<file path="config.mk">
export PLATFORM = sky130hd
export DESIGN_NAME = timer_counter
export DESIGN_NICKNAME = d
export VERILOG_FILES = /design/src/rtl/timer_pkg.sv /design/src/rtl/timer_prescaler.sv /design/src/rtl/timer_counter.sv
export SDC_FILE = /design/constraint.sdc
export NUM_CORES = 1
export LEC_CHECK = 0
export CAP_MARGIN = 20
export CORE_MARGIN = 1
export CORE_UTILIZATION = 32
export DETAILED_ROUTE_END_ITERATION = 12
export GPL_TIMING_DRIVEN = 0
export PLACE_DENSITY_LB_ADDON = 0.3
export SLEW_MARGIN = 20
export SYNTH_ARGS = -nofsm -noshare
export SYNTH_HDL_FRONTEND = slang
export SYNTH_HIERARCHICAL = 1
export SYNTH_SLANG_ARGS = --single-unit
</file>
<file path="constraint.sdc">
create_clock -name clk -period 2.1 [get_ports clk]
set_clock_uncertainty 0.1 [all_clocks]
set_input_delay 0.21 -clock clk [delete_from_list [all_inputs] [get_ports clk]]
set_output_delay 0.21 -clock clk [all_outputs]
set_load 0.005 [all_outputs]
</file>
<file path="src/rtl/timer_pkg.sv">
// -----------------------------------------------------------------------------
// timer_pkg
// Shared definitions for the memory-mapped countdown timer (Device 0):
//   - FSM state encoding (IDLE, LOAD, CNT, INT)
//   - register indices decoded from addr[3:2]
//   - MODE encodings and CTRL bit positions (including the prescale field
//     used when TIMER_PRESCALE_EN is defined)
//   - helper to classify the MODE field
// -----------------------------------------------------------------------------
package timer_pkg;

    typedef enum logic [1:0] {
        IDLE = 2'd0,
        LOAD = 2'd1,
        CNT  = 2'd2,
        INT  = 2'd3
    } timerState_e;

    localparam logic [1:0] REG_CTRL   = 2'd0;
    localparam logic [1:0] REG_PRESET = 2'd1;
    localparam logic [1:0] REG_COUNT  = 2'd2;
    localparam logic [1:0] REG_RSVD   = 2'd3;

    localparam logic [1:0] MODE_ONESHOT = 2'b00;
    localparam logic [1:0] MODE_RELOAD  = 2'b01;

    localparam int unsigned CTRL_EN_BIT   = 0;
    localparam int unsigned CTRL_MODE_LSB = 1;
    localparam int unsigned CTRL_MODE_MSB = 2;
    localparam int unsigned CTRL_IM_BIT   = 3;
    localparam int unsigned CTRL_PS_LSB   = 4;
    localparam int unsigned CTRL_PS_MSB   = 11;

    localparam int unsigned PS_WIDTH = 8;

    // Only 01 reloads; 00, 10 and 11 all behave as one-shot.
    function automatic logic isReload(input logic [1:0] mode);
        return (mode == MODE_RELOAD);
    endfunction

endpackage

</file>
<file path="src/rtl/timer_prescaler.sv">
// -----------------------------------------------------------------------------
// timer_prescaler
// 8-bit tick divider. On load it clears its counter and captures the divisor;
// while run is high it emits a tick every divisor+1 cycles. A divisor of 0
// therefore ticks on every run cycle.
// Ports:
//   clk     in  system clock
//   reset   in  asynchronous active-high reset
//   load    in  clear counter, capture divisor
//   run     in  count enable
//   divisor in  [PS_WIDTH-1:0] tick period minus one
//   tick    out one-cycle tick (combinational from registered state and run)
// -----------------------------------------------------------------------------
module timer_prescaler
    import timer_pkg::*;
(
    input  logic                clk,
    input  logic                reset,
    input  logic                load,
    input  logic                run,
    input  logic [PS_WIDTH-1:0] divisor,
    output logic                tick
);

    logic [PS_WIDTH-1:0] divR;
    logic [PS_WIDTH-1:0] cntR;
    logic                wrapS;

    assign wrapS = (cntR == divR);
    assign tick  = run & wrapS;

    // Divisor capture and prescale counting
    always_ff @(posedge clk or posedge reset) begin
        if (reset) begin
            divR <= {PS_WIDTH{1'b0}};
            cntR <= {PS_WIDTH{1'b0}};
        end else if (load) begin
            divR <= divisor;
            cntR <= {PS_WIDTH{1'b0}};
        end else if (run) begin
            if (wrapS) begin
                cntR <= {PS_WIDTH{1'b0}};
            end else begin
                cntR <= cntR + {{(PS_WIDTH-1){1'b0}}, 1'b1};
            end
        end else begin
            cntR <= cntR;
        end
    end

endmodule

</file>
<file path="src/rtl/timer_counter.sv">
// -----------------------------------------------------------------------------
// timer_counter
// Memory-mapped countdown timer. Counts down from PRESET and raises irq in
// one-shot or auto-reload mode.
// Register map (addr[3:2]): 0 CTRL (EN bit0, MODE [2:1], IM bit3, PS [11:4]
// when TIMER_PRESCALE_EN is defined), 1 PRESET, 2 COUNT (read-only),
// 3 reserved (reads 0).
// Optional build macro: TIMER_PRESCALE_EN adds the PS field and a tick
// prescaler; when undefined the counter ticks every cycle.
// Ports:
//   clk    in  system clock
//   reset  in  asynchronous active-high reset
//   addr   in  [29:0] word address, only addr[3:2] decoded
//   we     in  write enable (already device-selected)
//   wdata  in  [WIDTH-1:0] write data
//   rdata  out [WIDTH-1:0] read data, combinational from addr[3:2]
//   irq    out registered interrupt request (pending & IM)
// -----------------------------------------------------------------------------
module timer_counter
    import timer_pkg::*;
#(
    parameter int WIDTH = 32
) (
    input  logic             clk,
    input  logic             reset,
    input  logic [29:0]      addr,
    input  logic             we,
    input  logic [WIDTH-1:0] wdata,
    output logic [WIDTH-1:0] rdata,
    output logic             irq
);

    timerState_e      stateR, stateD;
    logic [WIDTH-1:0] countR, countD;
    logic [WIDTH-1:0] presetR, presetD;
    logic             enR, enD;
    logic [1:0]       modeR, modeD;
    logic             imR, imD;
    logic             pendingR, pendingD;
    logic             irqR, irqD;
    logic             enFsmS;
    logic             tickS;
    logic [1:0]       regIdxS;
    logic             wrCtrlS;
    logic             wrPresetS;
    logic [WIDTH-1:0] ctrlReadS;
    logic             unusedAddrBits;

    assign regIdxS        = addr[3:2];
    assign unusedAddrBits = ^{addr[29:4], addr[1:0]};
    assign wrCtrlS        = we & (regIdxS == REG_CTRL);
    assign wrPresetS      = we & (regIdxS == REG_PRESET);

`ifdef TIMER_PRESCALE_EN
    logic [PS_WIDTH-1:0] psR, psD;

    // PS is captured by the prescaler at LOAD, so mid-count writes wait
    timer_prescaler uPrescaler (
        .clk     (clk),
        .reset   (reset),
        .load    (stateR == LOAD),
        .run     ((stateR == CNT) & enR),
        .divisor (psR),
        .tick    (tickS)
    );

    // PS field write path
    always_comb begin
        if (wrCtrlS) begin
            psD = wdata[CTRL_PS_MSB:CTRL_PS_LSB];
        end else begin
            psD = psR;
        end
    end

    // PS field storage
    always_ff @(posedge clk or posedge reset) begin
        if (reset) begin
            psR <= {PS_WIDTH{1'b0}};
        end else begin
            psR <= psD;
        end
    end
`else
    assign tickS = 1'b1;
`endif

    // FSM next state, count update and FSM-side EN clear
    always_comb begin
        stateD = stateR;
        countD = countR;
        enFsmS = enR;
        case (stateR)
            IDLE: begin
                if (enR) begin
                    stateD = LOAD;
                end else begin
                    stateD = IDLE;
                end
            end
            LOAD: begin
                countD = presetR;
                stateD = CNT;
            end
            CNT: begin
                if (!enR) begin
                    stateD = IDLE;
                end else if (countR == {WIDTH{1'b0}}) begin
                    stateD = INT;
                end else if (tickS) begin
                    countD = countR - {{(WIDTH-1){1'b0}}, 1'b1};
                end else begin
                    countD = countR;
                end
            end
            INT: begin
                if (isReload(modeR)) begin
                    stateD = LOAD;
                end else begin
                    enFsmS = 1'b0;
                    stateD = IDLE;
                end
            end
            default: begin
                stateD = IDLE;
            end
        endcase
    end

    // Register writes; a CTRL write overrides the FSM EN clear and pending set
    always_comb begin
        if (wrCtrlS) begin
            enD      = wdata[CTRL_EN_BIT];
            modeD    = wdata[CTRL_MODE_MSB:CTRL_MODE_LSB];
            imD      = wdata[CTRL_IM_BIT];
            pendingD = 1'b0;
        end else begin
            enD   = enFsmS;
            modeD = modeR;
            imD   = imR;
            if ((stateR == CNT) && (stateD == INT)) begin
                pendingD = 1'b1;
            end else if ((stateR == INT) && isReload(modeR)) begin
                pendingD = 1'b0;
            end else begin
                pendingD = pendingR;
            end
        end
        if (wrPresetS) begin
            presetD = wdata;
        end else begin
            presetD = presetR;
        end
        irqD = pendingD & imD;
    end

    // Architectural state and registered interrupt
    always_ff @(posedge clk or posedge reset) begin
        if (reset) begin
            stateR   <= IDLE;
            countR   <= {WIDTH{1'b0}};
            presetR  <= {WIDTH{1'b0}};
            enR      <= 1'b0;
            modeR    <= MODE_ONESHOT;
            imR      <= 1'b0;
            pendingR <= 1'b0;
            irqR     <= 1'b0;
        end else begin
            stateR   <= stateD;
            countR   <= countD;
            presetR  <= presetD;
            enR      <= enD;
            modeR    <= modeD;
            imR      <= imD;
            pendingR <= pendingD;
            irqR     <= irqD;
        end
    end

    assign irq = irqR;

    // CTRL read image; unimplemented bits read 0
    always_comb begin
        ctrlReadS                             = {WIDTH{1'b0}};
        ctrlReadS[CTRL_EN_BIT]                = enR;
        ctrlReadS[CTRL_MODE_MSB:CTRL_MODE_LSB] = modeR;
        ctrlReadS[CTRL_IM_BIT]                = imR;
`ifdef TIMER_PRESCALE_EN
        ctrlReadS[CTRL_PS_MSB:CTRL_PS_LSB]    = psR;
`endif
    end

    // Read mux
    always_comb begin
        case (regIdxS)
            REG_CTRL:   rdata = ctrlReadS;
            REG_PRESET: rdata = presetR;
            REG_COUNT:  rdata = countR;
            default:    rdata = {WIDTH{1'b0}};
        endcase
    end

endmodule

</file>
==> flow_results.org <==
** Outcome
- Status :: finished with violations
- Violations in the final reports :: setup timing

** Yosys
- In this run, synthesis inferred 0 flip-flops with an integrated enable.
- Unique masters post-synth :: 57
- Of the synthesized area, sequential elements account for 0.445.
- The synthesized netlist occupies a cell area of 0.00405 mm^2.
- Synth Net Count :: 469
- The synthesized design contains 72 register bits.
- After synthesis, the mean cell area works out to 10.0 um^2.
- Gate count after technology mapping :: 403
- In the synthesized netlist the async set-or-reset flop fraction comes to 1.00.
- In the synthesized netlist the dominant register cell turns out to be dfrtp_1.
- Ys Warns :: 6

** Layout
- Of the cells placed in the final design, the portion with a size suffix greater than 1 is 0.353.
- Total area of sequential cells :: 0.00181 mm^2
- The filler cells instantiated in the layout total 1085.
- Number of inserted diodes :: 0
- The library cell used most frequently in the layout, excluding fill and tap cells, is clkdlybuf4s50_1.
- In the layout the commonest cells are 67 x clkdlybuf4s50_1, 63 x dfrtp_1, 35 x mux2_2, 30 x a22o_1, 25 x buf_4.
- Total area of multi-input combinational cells :: 0.00250 mm^2
- NumNets Final :: 578
- Non-Filler Instances :: 683
- Area growth, synth to finish :: 49.8%

** Detailed routing
- Drt first-iter violations :: 316
- Pre-antenna DRT Iters :: 5
- For this run, design rule violations remaining after detail routing come to 0.
- Once detail routing completed, the nets flagged for antenna violations numbered 0.
- Total detailed-routing wirelength :: 14300 um
- Vias :: 3950
- Average wire per cell in the routed design :: 20.9 um
- After detailed routing, the number of vias per cell comes to 5.78.

** GRT
- Pin count of the biggest net entering global routing :: 30
- After global routing the overflow that remains totals 0.
- Initial antenna violation count :: 0
- Via count of the first global-routing pass :: 3865
- The first global-routing pass estimated 21500 um of wire.
- For this run, the total global-route usage over all layers was measured as 0.220.

** CTS
- Max clock buf depth :: 2
- After clock tree synthesis, the clock-pin slew on the worst setup and hold paths is 0.06 ns.
- The H-tree was split into 3 levels.
- Clock latency on the worst-skew pair, taken at its later pin, is 0.35 ns.
- The clock drives 72 sinks.
- TritonCTS built the clock tree.
- In this run the clock root is driven by a clkbuf_16.
- CTS Buf Count :: 9

** STA
- Max-slew violation count :: 0
- Final worst setup slack :: -0.148 ns
- The number of hold violations in the final report is 0.
- In this run the tightest slew margin relative to its limit is 0.355.
- Achievable frequency :: 445 MHz
- Setup violation total in the final timing report :: 26
- Setup repair after global routing could not meet its margin everywhere.
- For the pin with the worst max-slew slack, the measured transition is 0.966 ns.
- Of the available clock period, the critical path in the final layout requires 1.07.
- The worst path in the final design needs a cycle of 2.25 ns, including I/O delays and setup.

** Die
- The die is 114 um wide.
- Starting Density :: 0.333
- Standard-cell rows :: 40
- During I/O placement, the number of pins put on the boundary was 98.
- The die covers 0.0131 mm^2.
- From bottom edge to top edge, the die measures 114 um.
- Area of the core :: 0.0122 mm^2

** Setup path
- Of all nets on the critical path, the largest fanout is 6.
- Crit Path Category :: flop to flop
- Required arrival time at the worst endpoint :: 2.21 ns
- Critical Path Source Type :: flop
- CP endpoint kind :: flop
- Signal arrival time at the worst endpoint :: 2.36 ns

** Flow run
- Across the run, the number of max-cap violations was 0.

** Placed design
- Placed wire-length estimate :: 9220 um
- Final weighted congestion in routability-driven placement :: 0.891
- Number of buffers inserted by port buffering :: 68
- Once placement completed, the tool counted placed cells totaling 641.

** Pwr
- The analysis attributes to net switching a power of 3.06 mW.
- Design Power :: 7.44 mW
- Internal power :: 4.38 mW
- In this run the static leakage power is 2.32 nW.
- Of the total power, the share spent switching nets is 0.411.
- Power density relative to cell area :: 1230 mW/mm^2
- The worst-case IR drop observed on VDD is 0.000463 V.
- Part of the total power dissipated in sequential elements :: 0.353
- Logic pwr share :: 0.460
- Power share of the clock group :: 0.186

** Worst hold path
- Worst hold-check path type :: input pin to async pin
[sequential cells by signal, summed over array words and instances (netlist names)]
register	flops
modeR	2
pendingR	1
stateR	2
enR	1
imR	1
irq	1
presetR	32
countR	32
[per-stage QoR]
stage | setup slack, ns | util | hold slack, ns | setup TNS [ns] | cell area (um^2)
after floorplan | -0.0320 | - | 0.227 | -0.0688 | 4070
after global routing | -0.197 | 0.499 | 0.181 | -2.79 | 6060
after global placement | -0.975 | 0.408 | 0.412 | -50.85 | 4960
after CTS | -0.0999 | 0.464 | 0.160 | -0.559 | 5640
after detailed placement | -0.992 | 0.411 | 0.421 | -51.50 | 5000
final | -0.148 | 0.499 | 0.139 | -1.25 | 6060
[final timing paths]
kind,from,to,slack [ns],cells past startpoint
worst min-delay path,reset,presetR[29],0.14,2
worst max-delay path,countR[0],countR[30],-0.15,8
worst max register to register,countR[0],countR[30],-0.15,8
worst min register to register,modeR[0],modeR[0],0.43,1
min in group clk,addr[3],pendingR,0.30,3
max in group asynchronous,reset,countR[10],1.25,3
[power by group through the flow]
stage               logic (mW)  clock network, mW  registers, mW
floorplan                 1.67                  0           2.28
global placement          2.44                  0           2.45
detailed placement        2.48                  0           2.46
CTS                       2.89               1.39           2.50
global route              3.65               1.47           2.70
finish                    3.42               1.39           2.63
[cell families (layout without fill, tap and decap cells)]
family,after synthesis,in the layout,synth area share
AO/OA/AOI/OAI,139,139,0.236
buffers and inverters,37,149,0.0408
multiplexers,40,40,0.111
adder cells (fa/ha/maj),1,1,0.00309
flip-flops,72,72,0.445
AND/OR/NAND/NOR,114,114,0.164
[synth_stat cells, drive strengths merged, types with 2 or more instances]
cell,count,share of area
mux2,36,0.10
nor2b,6,0.0093
and2,4,0.0062
and3,2,0.0031
nor2,20,0.020
inv,7,0.0065
a32o,2,0.0049
a21oi,25,0.031
o31ai,7,0.013
a22o,30,0.065
a22oi,5,0.0093
nor3b,4,0.0074
mux2i,4,0.0099
nand3,9,0.011
or4,2,0.0046
o22ai,5,0.0077
nor4,13,0.027
nand2b,2,0.0031
a21o,3,0.0056
o211ai,2,0.0037
or2,3,0.0046
a31oi,12,0.019
o2bb2ai,6,0.013
or3,5,0.0090
o32ai,2,0.0043
clkbuf,18,0.017
o21ai,30,0.037
nand4,10,0.017
nor3,9,0.014
o311ai,3,0.0065
buf,12,0.018
dfrtp,72,0.44
and4,2,0.0043
nand2,21,0.019
[area by class of cell]
| cell class | count | area share |
|---|---|---|
| inverters | 7 | 0.00495 |
| clock buffers | 13 | 0.0413 |
| multi-input cells | 294 | 0.413 |
| repair buffers | 98 | 0.163 |
| well taps | 168 | 0.0347 |
| flip-flops and latches | 72 | 0.299 |
| clock inverters | 1 | 0.000825 |
| plain buffers | 30 | 0.0433 |
[worst max-delay path: stages (launching register included)]
cell,delay [ns]
dfrtp_2,0.43
inv_2,0.08
ha_4,0.13
or3b_4,0.40
or2_4,0.27
buf_12,0.15
nor3_4,0.27
and3_1,0.20
o22ai_1,0.08
[repair_timing]
action,in CTS,in global routing
endpoints found under the setup margin,88,39
gates cloned,2,2
buffers inserted,10,15
pin swaps,13,22
resized for setup,84,70
hold buffers,0,0
[routing by layer]
layer  vias up  wire, um  share of wire  global-route usage
met5         -         0              0                   0
met4         0       408          0.029               0.104
met3        32       852          0.060              0.0434
met2       167      6820           0.48               0.349
met1      1973      6200           0.43               0.288
li1       1778         -              -                   -
(Power assumes the default switching activity.)
